### src/rtl/instr_fetch_pkg.sv
// Shared defaults and the buffered fetch entry layout for the instruction fetch stage.
package instr_fetch_pkg;

   localparam int unsigned FETCH_ADDR_W   = 12;
   localparam int unsigned FETCH_DATA_W   = 16;
   localparam int unsigned FETCH_RESET_PC = 0;
   localparam int unsigned FETCH_DEPTH    = 4;

   typedef struct packed {
      logic [FETCH_ADDR_W-1:0] pc;
      logic [FETCH_DATA_W-1:0] instr;
   } fetch_entry_t;

   // Address of the word following pc, wrapping at the address width.
   function automatic logic [FETCH_ADDR_W-1:0] next_pc(input logic [FETCH_ADDR_W-1:0] pc);
      return pc + FETCH_ADDR_W'(1);
   endfunction

endpackage

### src/rtl/instr_fetch_if.sv
// Fetch stage bus: instruction memory read port, redirect/halt control and decoder handshake.
interface instr_fetch_if
   import instr_fetch_pkg::*;
#(
   parameter int unsigned ADDR_W = FETCH_ADDR_W,
   parameter int unsigned DATA_W = FETCH_DATA_W
);

   logic [ADDR_W-1:0] mem_addr;
   logic              mem_re;
   logic [DATA_W-1:0] mem_rdata;
   logic              redirect_valid;
   logic [ADDR_W-1:0] redirect_pc;
   logic              halt;
   logic              instr_valid;
   logic [DATA_W-1:0] instr_data;
   logic [ADDR_W-1:0] instr_pc;
   logic              instr_ready;

   modport master (
      output mem_addr,
      output mem_re,
      input  mem_rdata,
      input  redirect_valid,
      input  redirect_pc,
      input  halt,
      output instr_valid,
      output instr_data,
      output instr_pc,
      input  instr_ready
   );

   modport slave (
      input  mem_addr,
      input  mem_re,
      output mem_rdata,
      output redirect_valid,
      output redirect_pc,
      output halt,
      input  instr_valid,
      input  instr_data,
      input  instr_pc,
      output instr_ready
   );

endinterface

### src/rtl/instr_fetch_fifo.sv
// Small power-of-two FIFO holding fetched {pc, instr} entries; synchronous flush wins over
// push and pop, and simultaneous push/pop is allowed at any occupancy.
module instr_fetch_fifo #(
   parameter int unsigned DEPTH = 4,
   parameter int unsigned WIDTH = 28
) (
   input  logic                       clk,
   input  logic                       rst_n,
   input  logic                       push,
   input  logic [WIDTH-1:0]           din,
   input  logic                       pop,
   input  logic                       flush,
   output logic                       full,
   output logic                       empty,
   output logic [$clog2(DEPTH):0]     count,
   output logic [WIDTH-1:0]           head
);

   localparam int unsigned PTR_W = $clog2(DEPTH);
   localparam int unsigned CNT_W = PTR_W + 1;

   logic [WIDTH-1:0] mem_q [DEPTH];
   logic [PTR_W-1:0] wr_ptr_q, wr_ptr_d;
   logic [PTR_W-1:0] rd_ptr_q, rd_ptr_d;
   logic [CNT_W-1:0] count_q, count_d;
   logic             do_push, do_pop;

   assign full  = (count_q == CNT_W'(DEPTH));
   assign empty = (count_q == '0);
   assign count = count_q;
   assign head  = mem_q[rd_ptr_q];

   // A pop frees a slot in the same cycle, so a full FIFO may still accept a push then.
   assign do_push = push && (!full || pop);
   assign do_pop  = pop && !empty;

   always_comb begin
      wr_ptr_d = wr_ptr_q;
      rd_ptr_d = rd_ptr_q;
      count_d  = count_q;
      if (flush) begin
         wr_ptr_d = '0;
         rd_ptr_d = '0;
         count_d  = '0;
      end else begin
         if (do_push) wr_ptr_d = wr_ptr_q + PTR_W'(1);
         if (do_pop)  rd_ptr_d = rd_ptr_q + PTR_W'(1);
         unique case ({do_push, do_pop})
            2'b10:   count_d = count_q + CNT_W'(1);
            2'b01:   count_d = count_q - CNT_W'(1);
            default: count_d = count_q;
         endcase
      end
   end

   always_ff @(posedge clk or negedge rst_n) begin
      if (!rst_n) begin
         wr_ptr_q <= '0;
         rd_ptr_q <= '0;
         count_q  <= '0;
      end else begin
         wr_ptr_q <= wr_ptr_d;
         rd_ptr_q <= rd_ptr_d;
         count_q  <= count_d;
      end
   end

   always_ff @(posedge clk or negedge rst_n) begin
      if (!rst_n) begin
         for (int i = 0; i < DEPTH; i++) mem_q[i] <= '0;
      end else if (do_push && !flush) begin
         mem_q[wr_ptr_q] <= din;
      end
   end

   a_no_overflow: assert property (@(posedge clk) disable iff (!rst_n)
      !(push && full && !pop && !flush));

   a_count_bound: assert property (@(posedge clk) disable iff (!rst_n)
      count_q <= CNT_W'(DEPTH));

endmodule

### src/rtl/instr_fetch.sv
// Instruction fetch stage: PC register, credit-limited memory read issue, response tagging
// and buffering, with branch redirect (flush) and halt.
module instr_fetch
   import instr_fetch_pkg::*;
#(
   parameter int unsigned ADDR_W   = FETCH_ADDR_W,
   parameter int unsigned DATA_W   = FETCH_DATA_W,
   parameter int unsigned RESET_PC = FETCH_RESET_PC,
   parameter int unsigned DEPTH    = FETCH_DEPTH
) (
   input  logic           clk,
   input  logic           rst_n,
   instr_fetch_if.master  bus
);

   localparam int unsigned WIDTH = ADDR_W + DATA_W;
   localparam int unsigned CNT_W = $clog2(DEPTH) + 1;
   localparam logic [CNT_W:0] DEPTH_C = (CNT_W + 1)'(DEPTH);

   logic [ADDR_W-1:0] pc_q, pc_d;
   logic [ADDR_W-1:0] inflight_pc_q, inflight_pc_d;
   logic              inflight_q, inflight_d;

   logic [CNT_W-1:0]  count;
   logic [CNT_W:0]    credit_used;
   logic              full, empty;
   logic [WIDTH-1:0]  head;
   logic              issue, push, pop, flush;

   // Buffered entries plus the outstanding read must never exceed the buffer size.
   assign credit_used = {1'b0, count} + {{CNT_W{1'b0}}, inflight_q};

   // rst_n gates issue so mem_re drops as soon as reset is asserted.
   assign issue = rst_n && !bus.halt && !bus.redirect_valid && (credit_used < DEPTH_C);

   assign flush = bus.redirect_valid;
   assign push  = inflight_q && !bus.redirect_valid;
   assign pop   = !empty && bus.instr_ready;

   always_comb begin
      pc_d          = pc_q;
      inflight_d    = issue;
      inflight_pc_d = inflight_pc_q;
      if (issue) begin
         pc_d          = pc_q + ADDR_W'(1);
         inflight_pc_d = pc_q;
      end
      if (bus.redirect_valid) pc_d = bus.redirect_pc;
   end

   always_ff @(posedge clk or negedge rst_n) begin
      if (!rst_n) begin
         pc_q          <= ADDR_W'(RESET_PC);
         inflight_q    <= 1'b0;
         inflight_pc_q <= '0;
      end else begin
         pc_q          <= pc_d;
         inflight_q    <= inflight_d;
         inflight_pc_q <= inflight_pc_d;
      end
   end

   instr_fetch_fifo #(
      .DEPTH (DEPTH),
      .WIDTH (WIDTH)
   ) u_fifo (
      .clk   (clk),
      .rst_n (rst_n),
      .push  (push),
      .din   ({inflight_pc_q, bus.mem_rdata}),
      .pop   (pop),
      .flush (flush),
      .full  (full),
      .empty (empty),
      .count (count),
      .head  (head)
   );

   assign bus.mem_addr    = pc_q;
   assign bus.mem_re      = issue;
   assign bus.instr_valid = !empty;
   assign bus.instr_pc    = head[WIDTH-1:DATA_W];
   assign bus.instr_data  = head[DATA_W-1:0];

   a_credit: assert property (@(posedge clk) disable iff (!rst_n)
      credit_used <= DEPTH_C);

   a_quiet_on_redirect: assert property (@(posedge clk) disable iff (!rst_n)
      bus.redirect_valid |-> !bus.mem_re);

   a_no_push_when_full: assert property (@(posedge clk) disable iff (!rst_n)
      !(push && full));

endmodule

### src/flat_wrapper.sv
// flat-port wrapper written by rule: the top's interface ports become plain ports
module instr_fetch_flat import instr_fetch_pkg::*;
#(
   parameter int unsigned ADDR_W   = FETCH_ADDR_W,
   parameter int unsigned DATA_W   = FETCH_DATA_W,
   parameter int unsigned RESET_PC = FETCH_RESET_PC,
   parameter int unsigned DEPTH    = FETCH_DEPTH
)
  (clk, rst_n, bus_mem_addr, bus_mem_re, bus_mem_rdata, bus_redirect_valid, bus_redirect_pc, bus_halt, bus_instr_valid, bus_instr_data, bus_instr_pc, bus_instr_ready);
  instr_fetch_if #(.ADDR_W(ADDR_W), .DATA_W(DATA_W)) bus_i ();
  input  logic clk;
  input  logic rst_n;
  output wire logic [$bits(bus_i.mem_addr)-1:0] bus_mem_addr;
  output wire logic [$bits(bus_i.mem_re)-1:0] bus_mem_re;
  input wire logic [$bits(bus_i.mem_rdata)-1:0] bus_mem_rdata;
  input wire logic [$bits(bus_i.redirect_valid)-1:0] bus_redirect_valid;
  input wire logic [$bits(bus_i.redirect_pc)-1:0] bus_redirect_pc;
  input wire logic [$bits(bus_i.halt)-1:0] bus_halt;
  output wire logic [$bits(bus_i.instr_valid)-1:0] bus_instr_valid;
  output wire logic [$bits(bus_i.instr_data)-1:0] bus_instr_data;
  output wire logic [$bits(bus_i.instr_pc)-1:0] bus_instr_pc;
  input wire logic [$bits(bus_i.instr_ready)-1:0] bus_instr_ready;
  assign bus_mem_addr = bus_i.mem_addr;
  assign bus_mem_re = bus_i.mem_re;
  assign bus_i.mem_rdata = bus_mem_rdata;
  assign bus_i.redirect_valid = bus_redirect_valid;
  assign bus_i.redirect_pc = bus_redirect_pc;
  assign bus_i.halt = bus_halt;
  assign bus_instr_valid = bus_i.instr_valid;
  assign bus_instr_data = bus_i.instr_data;
  assign bus_instr_pc = bus_i.instr_pc;
  assign bus_i.instr_ready = bus_instr_ready;
  instr_fetch #(.ADDR_W(ADDR_W), .DATA_W(DATA_W), .RESET_PC(RESET_PC), .DEPTH(DEPTH)) u_core (.clk(clk), .rst_n(rst_n), .bus(bus_i));
endmodule
### config.mk
export PLATFORM = sky130hd
export DESIGN_NAME = instr_fetch_flat
export DESIGN_NICKNAME = d
export VERILOG_FILES = /design/src/rtl/instr_fetch_pkg.sv /design/src/rtl/instr_fetch_if.sv /design/src/rtl/instr_fetch_fifo.sv /design/src/rtl/instr_fetch.sv /design/src/flat_wrapper.sv
export SDC_FILE = /design/constraint.sdc
export NUM_CORES = 1
export LEC_CHECK = 0
export CORE_UTILIZATION = 56
export CTS_CLUSTER_SIZE = 10
export DETAILED_ROUTE_END_ITERATION = 8
export GPL_TIMING_DRIVEN = 0
export PLACE_DENSITY = 0.79
export RECOVER_POWER = 25
export SLEW_MARGIN = 25
export SYNTH_ARGS = -nofsm -noshare
export SYNTH_HDL_FRONTEND = slang
export SYNTH_HIERARCHICAL = 1
export SYNTH_SLANG_ARGS = --single-unit
### constraint.sdc
create_clock -name clk -period 3.1 [get_ports clk]
set_clock_uncertainty 0.1 [all_clocks]
set_input_delay 0.465 -clock clk [delete_from_list [all_inputs] [get_ports clk]]
set_output_delay 0.465 -clock clk [all_outputs]
set_load 0.02 [all_outputs]
== Word level (Yosys, flattened, before mapping) ==
Cells that the tools add are included.
Widths: inputs -> output; s select.

* Output and inout port bits: 42
* Input bits: 33
* Bits in registers: 144

* $add $sub $neg: 6
* Reductions and logical operators: 19
* Order comparisons: 4
* Bitwise operators: 2
* Muxes and demuxes: 14
* Equal/unequal tests: 3

{| class="wikitable"
|+ Operators by type and width
! cell !! count
|-
| $bwmux 112 || 1
|-
| $mux 28 || 3
|-
| $bmux 28 s2 || 1
|-
| $demux 28 s2 || 1
|-
| $mux 12 || 2
|-
| $add 12x1->12 const B || 1
|-
| $logic_and 1x1->1 || 9
|-
| $mux 2 || 4
|-
| $ge 3x3->1 const B || 2
|-
| $not 2->3 || 2
|-
| $pmux 3 s2 || 1
|-
| $reduce_bool 2->1 || 3
|-
| $add 2x1->2 const B || 2
|-
| $add 3x1->4 || 1
|-
| $logic_not 1->1 || 4
|-
| $lt 4x3->1 const B || 1
|-
| $add 3x1->3 const B || 1
|-
| $eq 3x3->1 const B || 1
|-
| $logic_not 3->1 || 1
|-
| $lt 3x1->1 const B || 1
|-
| $mux 3 || 1
|-
| $reduce_bool 3->1 || 1
|-
| $sub 3x1->3 const B || 1
|-
| $eq 2x1->1 const B || 1
|-
| other kinds (2) || 2
|}

== Longest topological paths before layout ==
* Depth after elaboration: 8
* Gate-level depth with buffers: 10
* Gate-level depth less buffers: 9

== By module ==
The synthesis kept the hierarchy.

{| class="wikitable"
|+ Modules (own cells, without submodules)
! module !! cells an instance !! area an instance (um^2) !! sequential area each (um^2) !! instances
|-
| instr_fetch_fifo || 331 || 5496.5 || 2977.9 || 1
|-
| instr_fetch || 128 || 1193.6 || 625.6 || 1
|}

== Worst setup path before layout ==
Ideal clock, no wire load.

* Path type: input port to flip-flop
* Start: input port bus_redirect_valid
* End: register u_core.u_fifo.count_q[2], in the netlist u_core/u_fifo/count[2]
* Data arrival time: 2248 ps
* Buffers on the path: 2
* Slack: 670 ps
* Data required time: 2918 ps
* Stages on the path: 8
* Path through: clkbuf_1 > nor2b_1 > clkbuf_1 > nor2_1 > fa_1 > nor4b_1 > o21ai_0 > a31oi_1

* Word-level cells in the longest chain between the ends: 6
* Elaborated cells on any way between the ends: 8

{| class="wikitable"
|+ Ends and longest elaborated chain
! what !! line !! text
|-
| start: declaration || flat_wrapper.sv:16 || <nowiki>input wire logic [$bits(bus_i.redirect_valid)-1:0] bus_redirect_valid;</nowiki>
|-
| $logic_not 1->1 (*) || instr_fetch.sv:37 || <nowiki>assign push = inflight_q && !bus.redirect_valid;</nowiki>
|-
| $logic_and 1x1->1 (*) || instr_fetch.sv:37 ||
|-
| named net u_core.push || instr_fetch.sv:28 || <nowiki>logic issue, push, pop, flush;</nowiki>
|-
| $logic_and 1x1->1 (*) || instr_fetch_fifo.sv:34 || <nowiki>assign do_push = push && (!full || pop);</nowiki>
|-
| $eq 2x1->1 or $eq 2x2->1 (tied branches) || instr_fetch_fifo.sv:48 || <nowiki>unique case ({do_push, do_pop})</nowiki>
|-
| $pmux 3 s2 || instr_fetch_fifo.sv:48 ||
|-
| $mux 3 || instr_fetch_fifo.sv:41 || <nowiki>if (flush) begin</nowiki>
|-
| end signal: assignment || instr_fetch_fifo.sv:64 || <nowiki>count_q <= count_d;</nowiki>
|-
| end: declaration || instr_fetch_fifo.sv:25 || <nowiki>logic [CNT_W-1:0] count_q, count_d;</nowiki>
|}

The timed path passes the listed nets; every way through them passes the cells marked *.
A chain may end at the register's enable or synchronous reset.

== Worst setup path in the final report ==
Same ends and word-level chain as after synthesis.

==> impl_metrics.json <==
{
  "status": "complete, but fails checks",
  "violations": "DRC, capacitance limit, slew limit",
  "synth.avg_cell_area_sq_um": 14.6,
  "worstSetupPathType": "in -> reg",
  "layout-drive-gt1-share_pct": 34.9,
  "clock_latency_ns": 0.41,
  "relSlewSlack_pct": -41.7,
  "vias_per_cell": 5.92,
  "path_buf_inv": 3,
  "start_util_pct": 58.0,
  "postCtsSetupBuffers": 0,
  "synth_area_sq_um": 6680,
  "critPathRequiredTime_ns": 3.32,
  "clk_pin_slew_ns": 0.05,
  "fmax_mhz": 336,
  "place_ws_ns": -0.770,
  "critPathLaunchType": "input port",
  "hpwl_mm": 8.91,
  "maxCapViolCount": 3,
  "yosysWarnings": 6,
  "cp_top_family": "buffers and inverters",
  "wl_per_cell_microns": 19.3,
  "wl_mm": 13.7,
  "tritoncts": "built",
  "drtAntennaViolNets": 0,
  "finalCriticalPeriod_ns": 2.98,
  "drcViolationCount": 13,
  "cp_max_fo": 10,
  "path_cells": "clkdlybuf4s50_1 -> clkbuf_1 -> nor2b_2 -> clkbuf_1 -> nor2_1 -> fa_1 -> nor4b_1 -> o21ai_0 -> a31oi_1",
  "synth_nets": 497,
  "drtIter0Drc": 305,
  "vdd_drop_max_uv": 343,
  "die_y_microns": 111,
  "setup_violations": 0,
  "cts_buffers": 17,
  "power_leakage_nw": 3.91,
  "clockRootBuffer": "clkbuf_16",
  "first_pass_iters": 8,
  "gp_congestion": 0.848,
  "postLayoutCoreUtil_pct": 71.4,
  "diodes": 0,
  "crit_path_end_kind": "flop",
  "hold_viol": 0,
  "clock_path_buffers": 2,
  "area_growth_pct": 23.0,
  "critPathSlowestCell": "clkdlybuf4s50_1",
  "fp.dieW_microns": 111,
  "worst_slew_pin_slew_ns": 2.13,
  "overflow": 0,
  "dieArea_sq_um": 12400,
  "hold-worst-slack_ns": 0.396,
  "powerDensity_nw_per_um2": 608,
  "fin_crit_sh_pct": 96.1,
  "grt_antenna_before_repair": 0,
  "boundaryPins": 75,
  "fin_setup_tns_ns": 0,
  "clock_sinks": 144,
  "fin_nets": 594,
  "rsz0062_at_grt": "true",
  "grt_max_degree": 67,
  "placed_area_sq_um": 7630,
  "hold_path_class": "reg -> reg",
  "slew_violations": 147,
  "grt_use_total_pct": 24.6,
  "grt_pass1_wl_mm": 23.4,
  "num_vias": 4206,
  "port_buffers": 74,
  "h-tree-depth": 4,
  "layout_common_cells": "dfrtp_1 (144), mux2_2 (92), clkdlybuf4s50_1 (72)",
  "coreArea_sq_um": 11500,
  "synthCells": 458,
  "critPathMaxStageDelay_ns": 0.56,
  "num_rows": 39,
  "layout_commonest_cell": "dfrtp_1",
  "arrival_ns": 3.20,
  "cp_common_cell": "clkbuf_1",
  "grt_pass1_vias": 4636,
  "final.setup.worst_slack_ns": 0.122,
  "fin_area_sq_um": 8220
}
through the flow:
stage               total power, mW  instances
detailed placement             3.10        676
CTS                            5.07        711
finish                         5.00        711
global route                   5.20        711
global placement               3.06        675
floorplan                      2.67        458
worst paths after layout:
check / to / cells past startpoint / slack [ns] / startpoint
worst max-delay path: u_core/u_fifo/count[2] / 9 / 0.12 / bus_redirect_valid
worst min-delay path: u_core/u_fifo/mem_q[47] / 1 / 0.40 / u_core/u_fifo/mem_q[47]
worst max register to register: u_core/u_fifo/count[2] / 9 / 0.40 / u_core/u_fifo/count[1]
worst min register to register: u_core/u_fifo/mem_q[47] / 1 / 0.40 / u_core/u_fifo/mem_q[47]
max in group asynchronous: u_core/u_fifo/mem_q[53] / 3 / 0.63 / rst_n
min in group asynchronous: u_core/u_fifo/mem_q[60] / 2 / 0.89 / rst_n
metal layers:
metal,vias up,wire [microns],GRT usage [%]
met5,-,0,0
met2,113,6790,38.9
li1,1884,-,-
met1,2198,6190,32.5
met4,0,143,8.92
met3,11,619,6.94
power by group:
group	switching, mW	internal, mW
Sequential	0.133	2.05
Combinational	0.401	0.486
Clock	0.709	1.21
Total	1.24	3.75
registers in the layout, indices dropped and copies added, names as in the netlist:
signal	cells
u_core/inflight_q	1
u_core/u_fifo/rd_ptr_q	2
u_core/u_fifo/wr_ptr_q	2
u_core/u_fifo/mem_q	112
u_core/bus.mem_addr	12
u_core/u_fifo/count	3
u_core/inflight_pc_q	12
final cells by class:
type,instances,area (sq um)
Clock buffer,29,561
Sequential cell,144,3600
Multi-Input combinational cell,282,2880
Fill cell,777,3290
Tap cell,143,179
Buffer,24,174
Clock inverter,3,17.5
Inverter,7,28.8
Timing Repair Buffer,79,779
timing repair:
item,4_1_cts,5_1_grt
endpoints found under the setup margin,11,3
resized for setup,6,2
hold buffers,3,0
endpoints found under the hold margin,66,0
cloned,1,0
Power figures use the tool's default switching activity.
==> RTL edit: new RTL, config.mk and constraints unchanged <==
The package constant `FETCH_DEPTH` goes from 4 to 2.
--- a/src/rtl/instr_fetch_pkg.sv
+++ b/src/rtl/instr_fetch_pkg.sv
@@ -5,5 +5,5 @@
    localparam int unsigned FETCH_DATA_W   = 16;
    localparam int unsigned FETCH_RESET_PC = 0;
-   localparam int unsigned FETCH_DEPTH    = 4;
+   localparam int unsigned FETCH_DEPTH    = 2;
 
    typedef struct packed {
Check against the original RTL: not equivalent (a bounded check fails within 4 cycles, from zero or initial values and one cycle with rst_n low).
==> RTL edit against the unedited design <==
The flow finishes with violations (capacitance limit, slew limit). Wire length decreased by 41%. Fmax increased by 1.1%. Setup slack improved by 32 ps. Design area decreased by 39%. Power decreased by 42%. Sequential cell count decreased by 59. Synthesized area decreased by 42%. Synthesized cell count decreased by 34%. Highest routed layer unchanged.
==> RTL edit: results <==
run_status:
  outcome: "complete, but fails checks"
  failed_checks: "capacitance limit, slew limit"
cts:
  cts_buffer_depth: 2
  cts_inserted_buffers: 9
  cts_setup_buffers: 0
  path_clk_slew_ps: 80
  root_buffer: "sky130_fd_sc_hd__clkbuf_8"
  clock_insertion_delay_worst_skew_ps: 360
  htree_num_levels: 3
critical_path:
  r2r.worst_path.cells: 7
  arrival_ps: 2380
  critical_path.max_fanout: 11
cells_and_area:
  fill_cell_count: 500
  flip_flop_count_of_the_largest_register_all_copies_and_words_added: 56
  nets: 425
  share_of_cells_above_drive_strength_1_pct: 30.1
  antenna_cells: 0
timing:
  finalMaxSlewViolations: 35
  worst_slew_margin_rel_pct: -18.2
global_route:
  grt_pass1_vias: 2724
  grt_antenna_before_repair: 0
  pin_count_of_the_biggest_net_entering_global_routing: 52
  total_track_usage_pct: 24.1
  grt_pass1_wl_um: 13500
synthesis:
  yosys_warnings: 6
  synthFlopType: "sky130_fd_sc_hd__dfrtp_1"
  netlist_top_cells_count: "sky130_fd_sc_hd__dfrtp_1, sky130_fd_sc_hd__mux2_2, sky130_fd_sc_hd__nand2_1"
  synthesis.nets: 336
  synth.distinct_cells: 41
  synthTopCellsByArea: "sky130_fd_sc_hd__dfrtp_1, sky130_fd_sc_hd__mux2_2, sky130_fd_sc_hd__nand2_1, sky130_fd_sc_hd__mux2_4, sky130_fd_sc_hd__a221o_1"
placement:
  gp_congestion: 0.864
  detailed_place_hpwl_um: 5470
route:
  routed_wirelength_um: 8070
  vias_per_cell: 5.61
  dr.pass1.iters: 4
  detail_route.iter0.violations: 111
pwr:
  ir_drop_v: 0.000328
  power_leakage_uw: 0.00230
hold_path:
  timing.hold.worst_path_depth: 2
  timing.hold.worst.class: "flop to flop"
flow_run:
  max_cap_viol_count: 1
[RTL edit: worst max-delay path, stage by stage]
cell	delay (ps)
sky130_fd_sc_hd__dlygate4sd2_1	330
sky130_fd_sc_hd__buf_6	200
sky130_fd_sc_hd__nor4b_4	330
sky130_fd_sc_hd__nand2_2	160
sky130_fd_sc_hd__inv_1	140
sky130_fd_sc_hd__buf_4	190
sky130_fd_sc_hd__buf_4	190
sky130_fd_sc_hd__dlygate4sd2_1	360
[RTL edit: power by group]
| group | internal, uW | switching, uW | total (uW) |
|---|---|---|---|
| Combinational | 421 | 323 | 744 |
| Clock | 398 | 407 | 805 |
| Sequential | 1260 | 107 | 1370 |
[RTL edit: worst paths after layout]
| check | start | end | slack, ps |
|---|---|---|---|
| worst max-delay path | bus_redirect_valid | bus_mem_re | 150 |
| worst min-delay path | u_core/inflight_pc_q[5] | u_core/inflight_pc_q[5] | 400 |
| worst max register to register | u_core/u_fifo/count[1] | u_core/u_fifo/mem_q[48] | 600 |
| worst min register to register | u_core/inflight_pc_q[5] | u_core/inflight_pc_q[5] | 400 |
| max in group asynchronous | rst_n | u_core/u_fifo/mem_q[19] | 1030 |
| min in group asynchronous | rst_n | u_core/u_fifo/mem_q[2] | 790 |
[RTL edit: routing by layer]
layer  share of wire, %  global-route usage (%)
met1                 46                    32.6
met5                  0                       0
met3                4.0                    5.39
met4                2.0                    10.0
met2                 48                    38.1
[RTL edit: final cells by class]
| type | count | area, um2 | share of cell area (%) |
|---|---|---|---|
| clock inverters | 6 | 70.1 | 1.41 |
| flip-flops and latches | 85 | 2130 | 42.7 |
| multi-input cells | 200 | 1680 | 33.7 |
| repair buffers | 78 | 761 | 15.3 |
| inverters | 3 | 11.3 | 0.226 |
| well taps | 80 | 100 | 2.01 |
| plain buffers | 14 | 95.1 | 1.91 |
| clock buffers | 10 | 138 | 2.76 |
[RTL edit: through the flow]
step	worst slack (ps)	util, %	total power, uW	cell area [um2]	std cells
global route	65.1	73.7	3050	4980	476
global placement	-3140	70.2	2110	4740	456
finish	154	73.7	2920	4980	476
floorplan	709	-	1780	3900	302
detailed placement	-465	70.6	2140	4770	457
CTS	175	74.8	2950	5050	476
[RTL edit: timing repair]
action	CTS	global route
hold buffers	3	0
resized for setup	5	0
endpoints found under the setup margin	31	0
hold endpoints to repair	34	0
[RTL edit: cell families (layout without fill, tap and decap cells)]
| group | Yosys count | count (layout) | synth area share, % |
|---|---|---|---|
| compound gates | 29 | 29 | 5.45 |
| xor+xnor | 2 | 2 | 0.449 |
| fa+ha+maj | 1 | 1 | 0.320 |
| buf+inv | 17 | 111 | 2.66 |
| flops | 85 | 85 | 54.5 |
| mux | 88 | 88 | 26.1 |
| simple gates | 80 | 80 | 10.5 |
